--- src/rtl/pool_column_feeder.sv ---
// pool_column_feeder
//   Upstream feeder for the max-pool stage. Takes a raster pixel stream, one
//   pixel per handshake, and buffers the first two rows of every 3-row band.
//   During the third row it emits vertical 3-pixel columns (top, middle,
//   current). It drives the pool stage's en/init so that the stage computes
//   non-overlapping 3x3 maxima, and it flags the cycle in which a finished
//   window maximum is on the pool stage's output.
//
// Ports
//   clk_i        clock
//   reset_i      synchronous, active-high reset
//   valid_i      data_i carries a valid pixel
//   data_i       raster pixel, row-major, top-left first
//   ready_o      feeder can accept a pixel (low for one cycle after reset)
//   col_o        [0]=row r-2, [1]=row r-1, [2]=row r, same column
//   en_o         col_o valid; drives max-pool en
//   init_o       first column of a 3x3 window; drives max-pool init
//   pool_done_o  max-pool output now holds a finished window max
//   pool_col_o   output-column index of the finished window
//   frame_last_o with pool_done_o: last window of the frame
module pool_column_feeder #(
  parameter int width_p      = 8,
  parameter int img_width_p  = 24,
  parameter int img_height_p = 24
) (
  input  logic                     clk_i,
  input  logic                     reset_i,
  input  logic                     valid_i,
  input  logic [width_p-1:0]       data_i,
  output logic                     ready_o,
  output logic [2:0][width_p-1:0]  col_o,
  output logic                     en_o,
  output logic                     init_o,
  output logic                     pool_done_o,
  output logic [((img_width_p/3 > 1) ? $clog2(img_width_p/3) : 1)-1:0] pool_col_o,
  output logic                     frame_last_o
);

  localparam int pools_lp  = img_width_p / 3;
  localparam int bands_lp  = img_height_p / 3;
  localparam int col_w_lp  = $clog2(img_width_p);
  localparam int pc_w_lp   = (pools_lp > 1) ? $clog2(pools_lp) : 1;
  localparam int band_w_lp = (bands_lp > 1) ? $clog2(bands_lp) : 1;

  typedef enum logic [1:0] {ROW0, ROW1, ROW2} row_state_e;

  row_state_e state_q, state_n;

  logic [col_w_lp-1:0]  col_cnt_q;
  logic [1:0]           win_cnt_q;
  logic [pc_w_lp-1:0]   pool_col_q;
  logic [band_w_lp-1:0] band_cnt_q;

  logic [width_p-1:0] lb0 [img_width_p];
  logic [width_p-1:0] lb1 [img_width_p];

  logic               last_win_q;
  logic               last_frame_q;
  logic [pc_w_lp-1:0] win_pc_q;

  logic accept, emit, row_end, win_end, pool_end, band_end;

  assign accept   = valid_i & ready_o;
  assign emit     = accept && (state_q == ROW2);
  assign row_end  = (col_cnt_q == col_w_lp'(img_width_p - 1));
  assign win_end  = (win_cnt_q == 2'd2);
  assign pool_end = (pool_col_q == pc_w_lp'(pools_lp - 1));
  assign band_end = (band_cnt_q == band_w_lp'(bands_lp - 1));

  // Row-phase state register.
  always_ff @(posedge clk_i) begin
    if (reset_i) state_q <= ROW0;
    else         state_q <= state_n;
  end

  // The row phase moves on only with the last pixel of a row.
  always_comb begin
    state_n = state_q;
    if (accept && row_end) begin
      unique case (state_q)
        ROW0:    state_n = ROW1;
        ROW1:    state_n = ROW2;
        ROW2:    state_n = ROW0;
        default: state_n = ROW0;
      endcase
    end
  end

  // No backpressure: the only time the feeder refuses a pixel is the cycle
  // right after reset.
  always_ff @(posedge clk_i) begin
    ready_o <= ~reset_i;
  end

  // Raster position counters. The row width is a multiple of 3, so the
  // window and pool-column counters return to zero together with col_cnt.
  always_ff @(posedge clk_i) begin
    if (reset_i) begin
      col_cnt_q  <= '0;
      win_cnt_q  <= '0;
      pool_col_q <= '0;
      band_cnt_q <= '0;
    end else if (accept) begin
      col_cnt_q <= row_end ? '0 : col_cnt_q + 1'b1;
      win_cnt_q <= win_end ? 2'd0 : win_cnt_q + 2'd1;
      if (win_end)
        pool_col_q <= pool_end ? '0 : pool_col_q + 1'b1;
      if ((state_q == ROW2) && row_end)
        band_cnt_q <= band_end ? '0 : band_cnt_q + 1'b1;
    end
  end

  // Line buffers hold the top two rows of the band. They are written only in
  // ROW0/ROW1 and read only in ROW2, so a read never sees a same-cycle write.
  always_ff @(posedge clk_i) begin
    if (accept && (state_q == ROW0)) lb0[col_cnt_q] <= data_i;
    if (accept && (state_q == ROW1)) lb1[col_cnt_q] <= data_i;
  end

  // First output stage: present the column to the pool stage. col_o holds
  // its value between columns; the window tags ride along for stage two.
  always_ff @(posedge clk_i) begin
    if (reset_i) begin
      col_o        <= '0;
      en_o         <= 1'b0;
      init_o       <= 1'b0;
      last_win_q   <= 1'b0;
      last_frame_q <= 1'b0;
      win_pc_q     <= '0;
    end else begin
      en_o       <= emit;
      init_o     <= emit && (win_cnt_q == 2'd0);
      last_win_q <= emit && win_end;
      if (emit) begin
        col_o        <= {data_i, lb1[col_cnt_q], lb0[col_cnt_q]};
        win_pc_q     <= pool_col_q;
        last_frame_q <= row_end && band_end;
      end
    end
  end

  // Second output stage: the pool stage registers the closing column on the
  // edge after en, so the finished flag lags the column by one cycle.
  always_ff @(posedge clk_i) begin
    if (reset_i) begin
      pool_done_o  <= 1'b0;
      frame_last_o <= 1'b0;
      pool_col_o   <= '0;
    end else begin
      pool_done_o  <= last_win_q;
      frame_last_o <= last_win_q && last_frame_q;
      if (last_win_q)
        pool_col_o <= win_pc_q;
    end
  end

endmodule

--- config.mk ---
export PLATFORM = sky130hd
export DESIGN_NAME = pool_column_feeder
export DESIGN_NICKNAME = d
export VERILOG_FILES = /design/src/rtl/pool_column_feeder.sv
export SDC_FILE = /design/constraint.sdc
export NUM_CORES = 1
export LEC_CHECK = 0
export CAP_MARGIN = 10
export CORE_ASPECT_RATIO = 0.6
export CORE_MARGIN = 2
export CORE_UTILIZATION = 50
export CTS_BUF_LIST = sky130_fd_sc_hd__clkbuf_8
export DETAILED_ROUTE_END_ITERATION = 12
export PLACE_DENSITY_LB_ADDON = 0.05
export SKIP_CTS_REPAIR_TIMING = 1
export SKIP_LAST_GASP = 1
export SLEW_MARGIN = 20
export SYNTH_ARGS = -nofsm -noshare
export SYNTH_HDL_FRONTEND = slang
export SYNTH_SLANG_ARGS = --single-unit
--- constraint.sdc ---
create_clock -name clk_i -period 4.8 [get_ports clk_i]
set_input_delay 0.96 -clock clk_i [delete_from_list [all_inputs] [get_ports clk_i]]
set_output_delay 0.96 -clock clk_i [all_outputs]
set_load 0.05 [all_outputs]
# Word level (Yosys, flattened, before mapping)
# Memory sizes are Yosys's and may differ from the RTL's. A register that Yosys moved wholly into a read port is not among the register bits.
# Index checks and enable logic that the tools add are counted.
# classes
eq_ne	6
muxes	9
reduce_logical	13
bitwise	2
n_addsub	4
# ops
cell	count
logical AND 1 bit	9
adder 3 x 1 -> 3 bit, second input constant	2
equality test 3 bit, second input constant	2
two-way mux 3 bit	2
adder 5 x 1 -> 5 bit, second input constant	1
equality test 5 bit, second input constant	1
two-way mux 5 bit	1
equality test 2 bit, second input constant	2
logical NOT 2 bit	2
two-way mux 1 bit	4
one-hot mux 2 bit (2 select lines)	1
AND reduction 2 bit	2
adder 2 x 1 -> 2 bit, second input constant	1
equality test 2 x 1 -> 1 bit, second input constant	1
two-way mux 2 bit	1
bitwise AND 1 bit	1
NOT 1 bit	1
# totals
input_bits	11
wordCells	51
register_bits	36
memories	2
out_inout_bits	32
ramBits	384
# mem_list
name	words	word_bits	rd	rd_ports_with_merged_regs	write_ports	line_no	source
lb0	24	8	1	1	1	54	logic [width_p-1:0] lb0 [img_width_p];
lb1	24	8	1	1	1	55	logic [width_p-1:0] lb1 [img_width_p];

# Longest topological paths before layout
# logic_depth
depth_word	4
ltp_mapped	7
mapped_depth_nobuf	5

# Worst setup path after synthesis
# No wires, ideal clock.
# synth_timing
path_kind	input to register
start	input valid_i
end	memory lb0[19][0] (enable)
path_stages	4
path_slack_ns	2.464
path_buffers	1
required_time_ns	4.430
setup_ns	0.370
arrival_time_ns	1.966
cell_sequence	clkbuf_1 -> and4bb_2 -> nand2_1 -> nor2_1
# synth_via
elab_chain_cells	4
# synth_lines
element	line_no	source
start, declared	28	input logic valid_i,
bitwise AND 1 bit	63	assign accept = valid_i & ready_o;
logical AND 1 bit	116	if (accept && (state_q == ROW0)) lb0[col_cnt_q] <= data_i;
two-way mux 1 bit	116	
two-way mux 1 bit (implied by the code)	116	
end, declared	54	
# No other way between the ends.

# Worst setup path after layout
# layout_timing
start	input valid_i
end	register col_o[10] (netlist name), read port of lb1
# layout_via
elab_chain_cells	2
# layout_lines
element	line_no	source
bitwise AND 1 bit	63	
logical AND 1 bit	64	assign emit = accept && (state_q == ROW2);
end, declared	31	output logic [2:0][width_p-1:0] col_o,
# No other way between the ends.
# A chain may end at the register's enable or synchronous reset.

==> results.py <==
metrics = {
    "synth": {
        "ys_seq_area_share_pct": 73.1,
        "async_flop_share_pct": 0,
        "synth_edf_count": 384,
        "yosysUniqueCellTypes": 49,
        "synth-seq-cells": 436,
        "yosys_warnings": 0,
        "ys.flop_type": "edfxtp_1",
        "syn_inst": 1078,
        "syn_avg_cell_area_um2": 16.0,
        "synth_nets": 1098,
        "synthesis.area_mm2": 0.0172,
    },
    "clock_network": {
        "clk_latency_ns": 0.63,
        "cts_tree": "yes",
        "cts_buffer_depth": 3,
        "clkTransAtPathRegs_ns": 0.07,
        "cts.sinks": 436,
        "cts_root_buffer": "clkbuf_8",
        "htreeDepth": 2,
        "numCtsBuffers": 60,
    },
    "global_route": {
        "grt_pass1_wl_mm": 64.1,
        "overflow": 0,
        "grt_pass1_vias": 9368,
        "gr-usage-all-layers_pct": 24.9,
        "grt_max_degree": 57,
        "antenna_found_initial": 0,
    },
    "routing": {
        "drt-vias-per-instance": 5.90,
        "routed_wl_mm": 44.1,
        "first_pass_iters": 5,
        "drc_errors": 0,
        "drt_iter0_drc": 971,
        "via_count": 9677,
        "ant_nets": 0,
        "wl_per_cell_um": 26.9,
    },
    "floorplanning": {
        "fp-row-count": 52,
        "die_w_um": 243,
        "die-area_mm2": 0.0359,
        "dieHeight_um": 148,
        "ios": 43,
        "start_util_pct": 50.9,
        "core_mm2": 0.0338,
    },
    "layout": {
        "drive_gt1_share_pct": 10.4,
        "fin_cells": 1641,
        "syn2layout_area_growth_pct": 10.9,
        "diodes": 0,
        "layout_common_cells": "edfxtp_1 (384), mux2i_1 (163), nor2_1 (80), clkbuf_8 (63), nand2_1 (60)",
        "design_area_mm2": 0.0191,
        "final_common_cell": "edfxtp_1",
        "num-fill-cells": 2689,
        "fin_nets": 1154,
        "final_util_pct": 56.5,
        "seqCellArea_mm2": 0.0126,
        "multiInputGateArea_mm2": 0.00432,
    },
    "setup_path": {
        "cp.arrival_ns": 3.86,
        "r2r_end": "col_o[10]",
        "crit_fanout": 56,
        "r2r_slack_ns": 1.64,
        "reg2reg_depth": 5,
        "path_class": "in -> reg",
        "crit_path_top_delay_cell": "and4b_2",
        "crit_path_cell_trace": "clkdlybuf4s50_1 -> and4b_2 -> o21ai_1 -> nor4_1 -> o211ai_1",
        "critPathRequiredTime_ns": 5.28,
        "path_delay_family": "simple AND/OR/NAND/NOR gates",
        "cp-end-kind": "flip-flop",
        "start_kind": "input pin",
        "r2r_start": "col_cnt_q[1]",
        "path_buf_inv": 1,
        "slowest_delay_ns": 1.06,
    },
    "pwr": {
        "p_clk_share_pct": 37.5,
        "peakVddDrop_v": 0.000230,
        "intPower_mw": 5.45,
        "sw_frac_of_total_pct": 22.2,
        "p_per_area_mw_per_mm2": 367,
        "power_frac_seq_pct": 59.2,
        "combPwrFrac_pct": 3.3,
        "finalPower_mw": 7.01,
        "p_leak_nw": 5.82,
        "p_switching_mw": 1.55,
    },
    "sta": {
        "fin_crit_sh_pct": 70.4,
        "fin_ws_ns": 1.42,
        "finalWorstPathRequiredPeriod_ns": 3.38,
        "finalSetupViolCount": 0,
        "tightest_slew_ns": 1.12,
        "timing.fmax_ghz": 0.296,
        "relSlewSlack_pct": 25.2,
        "rsz0062_at_grt": "false",
        "skew_ns": 0.0291,
        "hold_violations": 0,
        "finalSetupTns_ns": 0,
        "drv_slew": 0,
        "hold_slack_ns": 0.455,
    },
    "run_status": {
        "status": "finished clean",
    },
    "hold_path": {
        "hold_end": "col_o[19]",
        "hold_class": "reg -> reg",
        "worstHoldStart": "col_o[19]",
        "holdPathStages": 2,
    },
    "placed_design": {
        "dp_hpwl_mm": 27.5,
        "dp_cells": 1531,
        "io_buffers": 42,
        "dp_slack_ns": 0.932,
        "gp_congestion": 0.885,
        "dpl_cell_area_mm2": 0.0180,
    },
    "run": {
        "cap_violations": 0,
    },
}
## state kept, by name, summed over array words and instances, names as in the netlist
name,cells
last_win_q,1
init_o,1
pool_done_o,1
state_q,2
en_o,1
pool_col_q,3
last_frame_q,1
band_cnt_q,3
ready_o,1
col_cnt_q,5
lb0,192
pool_col_o,3
lb1,192
win_cnt_q,2
col_o,24
frame_last_o,1
win_pc_q,3
## cell families after synthesis
family          share of synthesized area (%)
fa+ha+maj                               0.655
compound gates                           5.89
mux                                      11.8
buf+inv                                  1.82
flops                                    73.1
xor+xnor                                0.204
simple gates                             6.49
## routing by layer
| metal | GRT usage (%) | routed length (um) |
|---|---|---|
| met4 | 5.28 | 631 |
| met2 | 34.3 | 18300 |
| met5 | 0 | 0 |
| met3 | 6.70 | 4220 |
| met1 | 39.6 | 21000 |
## power groups by stage
stage / logic (mW) / clock network, mW / registers (mW)
finish: 0.230 / 2.63 / 4.15
global route: 0.244 / 2.85 / 4.14
CTS: 0.228 / 2.67 / 4.15
detailed placement: 0.228 / 0 / 4.23
global placement: 0.225 / 0 / 4.23
floorplan: 0.116 / 0 / 4.22
## worst max path at each step
stage,cells past startpoint,start,end
floorplan,4,valid_i,lb0[19][0]
global placement,5,valid_i,col_o[10]
detailed placement,5,valid_i,col_o[10]
CTS,5,valid_i,col_o[10]
global route,5,valid_i,col_o[10]
finish,5,valid_i,col_o[10]
## synthesized netlist by cell type, types with 3 or more instances
cell type,instances,area share [%]
o211ai_1,14,0.61
nor4_1,13,0.47
nand4b_1,7,0.36
a21oi_1,16,0.47
a22oi_1,16,0.70
nor2b_1,6,0.22
nand2_1,60,1.3
and2_1,3,0.11
dfxtp_1,52,6.1
buf_4,6,0.26
inv_1,3,0.065
a211o_1,4,0.20
mux2_2,8,0.52
or4b_1,3,0.17
nand4_1,12,0.44
edfxtp_1,384,67
nand2b_1,3,0.11
ha_1,9,0.65
o22ai_1,30,1.1
buf_2,27,0.79
clkbuf_1,28,0.61
nor2_1,80,1.7
nor3_1,7,0.20
a2bb2oi_1,7,0.36
mux2i_1,163,9.5
a21boi_0,16,0.70
nand4bb_1,4,0.26
o21ai_0,32,0.93
a211oi_1,4,0.17
mux4_2,14,1.8
nand3_1,12,0.35
o21a_1,12,0.52
## layout make-up
type	instances	area share, %
Clock buffer	63	4.55
Inverter	3	0.0590
Clock inverter	47	1.08
Multi-Input combinational cell	576	22.6
Tap cell	459	3.01
Timing Repair Buffer	57	2.70
Sequential cell	436	66.0
## worst reg2reg max path, delay by kind of cell, from the launching register on
kind	cells	cell delay (ns)
AOI/OAI and AO/OA	2	0.32
DFF	1	0.89
buffers and inverters	1	0.63
and+or+nand+nor	2	1.19
(Power assumes the default switching activity.)
